$ cat config.mk
export PLATFORM = sky130hd
export DESIGN_NAME = mem_arbiter
export DESIGN_NICKNAME = d
export VERILOG_FILES = /design/src/rtl/mem_arbiter.sv
export SDC_FILE = /design/constraint.sdc
export NUM_CORES = 1
export LEC_CHECK = 0
export CORE_MARGIN = 3
export CORE_UTILIZATION = 42
export DETAILED_ROUTE_END_ITERATION = 12
export HOLD_SLACK_MARGIN = 0.03
export MAX_ROUTING_LAYER = met4
export PLACE_DENSITY_LB_ADDON = 0.08
export SETUP_SLACK_MARGIN = 0.5
export SLEW_MARGIN = 5
export SYNTH_ARGS = -nofsm -noshare
export SYNTH_HDL_FRONTEND = slang
export SYNTH_SLANG_ARGS = --single-unit
$ cat constraint.sdc
create_clock -name clk -period 5.4 [get_ports clk]
set_input_delay 1.35 -clock clk [delete_from_list [all_inputs] [get_ports clk]]
set_output_delay 1.35 -clock clk [all_outputs]
set_load 0.05 [all_outputs]
$ cat src/rtl/mem_arbiter.sv
// Round-robin arbiter sharing one single-ported word memory between fetch (I) and load/store (D).
// Valid access acks 3 cycles after the grant and an address error acks 1 cycle after; the losing port waits with req held.
module mem_arbiter #(
  parameter int WIDTH = 32,
  parameter int DEPTH = 1024
) (
  input  logic             clk,
  input  logic             rst_n,
  input  logic             i_req,
  input  logic             i_we,
  input  logic [WIDTH-1:0] i_addr,
  input  logic [WIDTH-1:0] i_wdata,
  output logic             i_ack,
  output logic             i_err,
  output logic [WIDTH-1:0] i_rdata,
  input  logic             d_req,
  input  logic             d_we,
  input  logic [WIDTH-1:0] d_addr,
  input  logic [WIDTH-1:0] d_wdata,
  output logic             d_ack,
  output logic             d_err,
  output logic [WIDTH-1:0] d_rdata,
  output logic             mem_cs,
  output logic             mem_we,
  output logic [WIDTH-1:0] mem_addr,
  output logic [WIDTH-1:0] mem_wdata,
  input  logic [WIDTH-1:0] mem_rdata,
  output logic             busy
);

  typedef enum logic [1:0] {IDLE, ACCESS, CAPTURE, DONE} state_t;

  localparam logic [WIDTH-1:0] DEPTH_W = WIDTH'(DEPTH);

  state_t           state, state_nxt;
  logic             last_d, last_d_nxt;
  logic             req_d, req_we;
  logic             grant_d, load, addr_bad;
  logic             sel_we;
  logic [WIDTH-1:0] sel_addr, sel_wdata;
  logic             cs_nxt, ack_i_nxt, ack_d_nxt, err_nxt, cap;

  always_comb begin
    state_nxt  = state;
    last_d_nxt = last_d;
    load       = 1'b0;
    cs_nxt     = 1'b0;
    ack_i_nxt  = 1'b0;
    ack_d_nxt  = 1'b0;
    err_nxt    = 1'b0;
    cap        = 1'b0;
    // On a tie, the port not granted last time wins.
    grant_d    = d_req && (!i_req || !last_d);
    sel_we     = grant_d ? d_we    : i_we;
    sel_addr   = grant_d ? d_addr  : i_addr;
    sel_wdata  = grant_d ? d_wdata : i_wdata;
    addr_bad   = (sel_addr[1:0] != 2'b00) || ((sel_addr >> 2) >= DEPTH_W);
    case (state)
      IDLE: begin
        if (i_req || d_req) begin
          load       = 1'b1;
          last_d_nxt = grant_d;
          if (addr_bad) begin
            state_nxt = DONE;
            err_nxt   = 1'b1;
            ack_i_nxt = !grant_d;
            ack_d_nxt = grant_d;
          end else begin
            state_nxt = ACCESS;
            cs_nxt    = 1'b1;
          end
        end
      end
      ACCESS:  state_nxt = CAPTURE;
      CAPTURE: begin
        state_nxt = DONE;
        cap       = !req_we;
        ack_i_nxt = !req_d;
        ack_d_nxt = req_d;
      end
      DONE:    state_nxt = IDLE;
      default: state_nxt = IDLE;
    endcase
  end

  always_ff @(posedge clk) begin
    if (!rst_n) begin
      state     <= IDLE;
      last_d    <= 1'b0;
      req_d     <= 1'b0;
      req_we    <= 1'b0;
      busy      <= 1'b0;
      mem_cs    <= 1'b0;
      mem_we    <= 1'b0;
      mem_addr  <= '0;
      mem_wdata <= '0;
      i_ack     <= 1'b0;
      d_ack     <= 1'b0;
      i_err     <= 1'b0;
      d_err     <= 1'b0;
      i_rdata   <= '0;
      d_rdata   <= '0;
    end else begin
      state  <= state_nxt;
      last_d <= last_d_nxt;
      busy   <= (state_nxt != IDLE);
      mem_cs <= cs_nxt;
      if (load) begin
        req_d  <= grant_d;
        req_we <= sel_we;
      end
      // Memory pins only move for an accepted access; cs alone qualifies them.
      if (cs_nxt) begin
        mem_we    <= sel_we;
        mem_addr  <= sel_addr;
        mem_wdata <= sel_wdata;
      end
      i_ack <= ack_i_nxt;
      d_ack <= ack_d_nxt;
      i_err <= ack_i_nxt & err_nxt;
      d_err <= ack_d_nxt & err_nxt;
      if (cap && !req_d) i_rdata <= mem_rdata;
      if (cap && req_d)  d_rdata <= mem_rdata;
    end
  end

endmodule

Yosys cells after proc, flatten, opt, wreduce, memory -nomap -nowiden
Cells that the tools add are included.
- flip-flop bits (word level): 140
- input bits: 166
- magnitude comparators: 1
- eq/ne operators: 3
- multiplexer cells: 21
- bitwise logic cells: 2
- reduce and logical (&&, ||, !) cells: 15
- operators with widths (cell ; count):
    32-bit two-way mux ; 2
    30-bit by 11-bit >= comparator with 1-bit output, second input constant ; 1
    1-bit two-way mux ; 14
    2-bit one-hot mux with 4 select lines ; 1
    1-bit logical NOT ; 5
    2-bit == test, second input constant ; 2
    2-bit two-way mux ; 2
    1-bit one-hot mux with 2 select lines ; 2
    2-bit nonzero test ; 2
    1-bit logical AND ; 3
    1-bit logical OR ; 3
    1-bit bitwise AND ; 2
    2-bit by 1-bit == test with 1-bit output, second input constant ; 1
    2-bit logical NOT ; 1
    2-bit AND reduction ; 1

Logic depth before layout (Yosys ltp)
- depth after elaboration: 10
- mapped depth: 8
- depth with buffers taken out: 6

Worst setup path before layout
Ideal clock, no wire load.
- path type: in2reg
- start point: in i_addr[18]
- end point: reg mem_addr[0]
- arrival: 2.626 ns
- data required time: 5.284 ns
- setup slack: 2.658 ns
- stages on the path: 6
- buffers on the path: 2
- cells stage by stage: nor4_2 -> nand4_1 -> o32a_1 -> buf_6 -> buf_6 -> and3_1
- word-level cells in the longest chain between the ends: 6
- RTL lines (element ; line ; text):
    from (decl) ; 11 ; input logic [WIDTH-1:0] i_addr,
    32-bit two-way mux ; 55 ; sel_addr = grant_d ? d_addr : i_addr;
    30-bit by 11-bit >= comparator with 1-bit output ; 57 ; addr_bad = (sel_addr[1:0] != 2'b00) || ((sel_addr >> 2) >= DEPTH_W);
    1-bit logical OR ; 57 ;
    1-bit two-way mux ; 63 ; if (addr_bad) begin
    1-bit two-way mux ; 60 ; if (i_req || d_req) begin
    1-bit two-way mux ; 58 ; case (state)
    to (signal assigned) ; 115 ; mem_addr <= sel_addr;
    to (decl) ; 25 ; output logic [WIDTH-1:0] mem_addr,
No other way between the ends.
A chain may end at the register's enable or synchronous reset.

Worst setup path after layout
- start point: in i_req
- end point: reg mem_wdata[20]
- word-level cells in the longest chain between the ends: 9
- elaborated cells between the ends (all ways): 12
- classes of those cells: 1 x order compare; 5 x mux; 6 x reduce/logical
- RTL lines (element ; line ; text):
    from (decl) ; 9 ; input logic i_req,
    1-bit logical NOT ; 53 ; grant_d = d_req && (!i_req || !last_d);
    1-bit logical OR ; 53 ;
    1-bit logical AND ; 53 ;
    32-bit two-way mux ; 55 ;
    30-bit by 11-bit >= comparator with 1-bit output / 2-bit nonzero test (equally long branches) ; 57 ;
    1-bit logical OR ; 57 ;
    1-bit two-way mux ; 63 ;
    1-bit two-way mux ; 60 ;
    1-bit two-way mux ; 58 ;
    to (signal assigned) ; 116 ; mem_wdata <= sel_wdata;
    to (decl) ; 26 ; output logic [WIDTH-1:0] mem_wdata,
Several ways; a longest one is shown, not always the timed one.

==> results.md <==
- The run finished with clean final reports.
- The tree built by TritonCTS fans out to 139 sinks.
- The total overflow reported by the global router is 0.
- The post-layout net count is 1086.
- The first global-routing pass estimated 27.1 mm of wire.
- The combined area of the multi-input logic cells is 2590 sq um.
- Setup violations remaining at the end of the flow were counted as 0.
- For this configuration, the core starts out at a cell density of 43.7%.
- The type of the most critical hold path is reg2reg.
- The clock passes through at most 2 buffers.
- The number of buffers created by CTS is 17.
- The routability congestion estimate from global placement is 0.819.
- The final setup skew is 0.00652 ns.
- The relative max-transition margin is 20.4%.
- The total length of routed wires is 18.1 mm.
- Compared with the post-synthesis result, the final layout area differs by 65.1%.
- The layer carrying the most global-route usage is met2.
- The worst setup path is launched from an input pin.
- The sequential cells in the finished layout cover a total of 2780 sq um.
- The antenna violation net count after detailed routing is 0.
- Setup repair after global routing left no endpoint under its margin.
- The number of standard cells after synthesis is 641.
- The number of maximum-capacitance violations is 0.
- The cts-stage hold buffer count is 0.
- The iteration-0 DRC count of the detailed router is 282.
- Global routing consumed, on the met3 layer, 7.69% of the routing resources.
- The critical path is of the in2reg type.
- The minimum clock period after layout is 3.40 ns.
- The share of the core filled with cells is 72.1%.
- The final number of max-transition violations is 0.
- The share of the cycle needed by the critical path after routing is 63.0%.
- After clock tree synthesis, the clock-pin slew on the worst setup and hold paths is 0.06 ns.
- The final route contains 5561 vias.
- The residual DRC count is 0.
- The maximum achievable frequency is 0.294 GHz.
- The maximum fanout along the worst path is 35.
- TritonCTS built the clock tree.
- The core region is 12800 sq um.
- The number of gates resized after CTS was 0.
- The deepest level of the CTS H-tree is 4.
- The post-synthesis sequential area ratio is 49.7%.
- Summing every instance area after synthesis gives 5600 sq um.
- The number of antenna diodes in the final layout is 0.
- The critical path contains buffers and inverters numbering 2 combined.
- Dividing the detail-routed via count by the number of cells gives 5.04.
- The total count of hold-check failures in the final report is 0.
- 301 I/O pins were placed.
- The worst setup path is captured at a flop.
- Dividing total power by cell area gives a power density of 347 nW/um^2.
- The via count of the first global-routing pass is 5531.
- The fraction of layout cells with a size suffix above 1 is 9.45%.
- The accumulated negative setup slack is 0 ns.
- The slowest stage cell on the critical path is sky130_fd_sc_hd__clkdlybuf4s50_1.
- The highest cell delay on the worst timing path is 0.59 ns.
- The die covers 14800 sq um.
- In the global route stage, met2 resource usage came out at 43.5%.
- The required arrival time at the worst endpoint is 5.74 ns.
- The Yosys step of the flow raised 0 warnings.
- The die is 121 um tall.
- The average detailed-routed wire length per instance is 16.4 um.
- The pin count of the biggest net entering global routing is 88.
- The post-CTS repair timing setup buffer count is 0.
- The detailed placement HPWL is 13.4 mm.
- The floorplan has 41 rows.
- The peak supply drop is 213 uV.
- The filler cells instantiated in the layout total 997.
- The synthesized net count is 809.
- Walking the worst path, the cells encountered are clkdlybuf4s50_1 > a21boi_1 > nand4_1 > o32a_2 > buf_4 > mux2i_1.
- The first TritonRoute pass finished after 5 iterations.
- Summed over all cells, the static leakage comes to 3.68 nW.
- The kind of cell with the highest combined delay along the critical path is buffers and inverters.
- A synthesized cell averages 8.73 sq um.
- For the worst-skew pair, the clock arrives at the later sink with an insertion delay of 0.42 ns.
- Buffers placed on the I/O ports in this run total 300.
- The netlist uses 31 different library cells.
- The number of antenna violations at the first check in global routing is 0.
- The global-route met1 utilization is 24.6%.
- Global routing used 24.3% of the available tracks across all layers.
- The slew of the pin with the lowest slew margin is 1.19 ns.
- In this run the horizontal extent of the chip is 121 um.
- The arrival time at the worst endpoint is 3.74 ns.
- The root buffer cell chosen for the clock tree is sky130_fd_sc_hd__clkbuf_16.
- The flop and latch count out of synthesis is 139.
==> power by group <==
group / internal, mW / switching, mW
sequential: 1.10 / 0.0416
clock: 0.779 / 0.428
combinational: 0.339 / 0.512
==> routing by layer <==
metal / share of wire, % / routed length (um)
met1: 37 / 6670
met2: 52 / 9340
met5: 0 / 0
met4: 2.4 / 436
met3: 8.9 / 1600
==> final cells by class <==
cell class	instances	area share, %
Clock buffer	19	4.79
Clock inverter	13	1.88
Inverter	3	0.122
Multi-Input combinational cell	453	28.0
Sequential cell	139	30.1
Tap cell	172	2.33
Timing Repair Buffer	304	32.8
==> placed cells by master, fill, tap and decap left out, drive strengths merged, types with 4 or more instances in the layout <==
cell,instances
a21oi,68
and3,22
buf,5
bufinv,4
clkbuf,19
clkdlybuf4s50,299
clkinv,7
dfxtp,139
mux2,43
mux2i,44
nand2,220
nand4,4
nor2,13
nor4,12
o21ai,6
==> Yosys cell counts (all sizes together) <==
| master | instances | share of area, % |
|---|---|---|
| nand2 | 220 | 15 |
| dfxtp | 139 | 50 |
| a21oi | 68 | 6.1 |
| mux2i | 44 | 7.9 |
| mux2 | 43 | 8.6 |
| clkbuf | 31 | 2.1 |
| and3 | 22 | 2.5 |
| buf | 15 | 1.9 |
| nor2 | 13 | 0.87 |
| nor4 | 12 | 1.5 |
| o21ai | 6 | 0.54 |
| nand4 | 4 | 0.45 |
| inv | 3 | 0.20 |
| o211ai | 3 | 0.40 |
| or2 | 3 | 0.34 |
| a22oi | 2 | 0.27 |
| ha | 2 | 0.45 |
| nor2b | 2 | 0.22 |
| o32a | 2 | 0.36 |
| a211oi | 1 | 0.13 |
| a21bo | 1 | 0.18 |
| a21boi | 1 | 0.13 |
| a31o | 1 | 0.16 |
| a31oi | 1 | 0.11 |
| nand2b | 1 | 0.11 |
| o21bai | 1 | 0.13 |
==> path summary, 6_finish.rpt <==
path,slack (ns),startpoint,to,cells after the start
worst min-delay path,0.45,i_rdata[1]$_SDFFE_PN0P_,i_rdata[1]$_SDFFE_PN0P_,2
worst min register to register,0.45,i_rdata[1]$_SDFFE_PN0P_,i_rdata[1]$_SDFFE_PN0P_,2
worst max-delay path,2.00,i_req,mem_wdata[20]$_SDFFE_PN0P_,6
worst max register to register,2.86,state[1]$_SDFF_PN0_,mem_wdata[20]$_SDFFE_PN0P_,7
==> tightest hold or removal path: stages, from the launching register on <==
cell                      delay, ns
sky130_fd_sc_hd__dfxtp_1       0.30
sky130_fd_sc_hd__nand2_1       0.05
sky130_fd_sc_hd__a21oi_1       0.05
==> state kept, by name (all words and copies together), names as in the netlist, 2 cells and up <==
register	flops
mem_wdata	32
i_rdata	32
mem_addr	32
d_rdata	32
state	2
==> cells by family after synthesis <==
family	count (synthesis)	synth area share [%]
DFF	139	49.7
AOI/OAI and AO/OA	87	8.49
muxes	87	16.5
buffers and inverters	49	4.20
adders and majority gates	2	0.447
and+or+nand+nor	277	20.6
==> metrics by stage <==
step	total power, mW	area [sq um]	cells	setup WS [ns]	hold slack [ns]
3_5_place_dp	2.02	8620	1071	1.59	0.447
5_1_grt	3.33	9240	1103	1.80	0.470
2_1_floorplan	1.68	5600	641	2.66	0.518
6_report	3.20	9240	1103	2.00	0.453
4_1_cts	3.22	9240	1103	2.02	0.455
3_3_place_gp	2.00	8620	1071	1.70	0.440
Note: power is estimated with default switching activity, not from simulation.
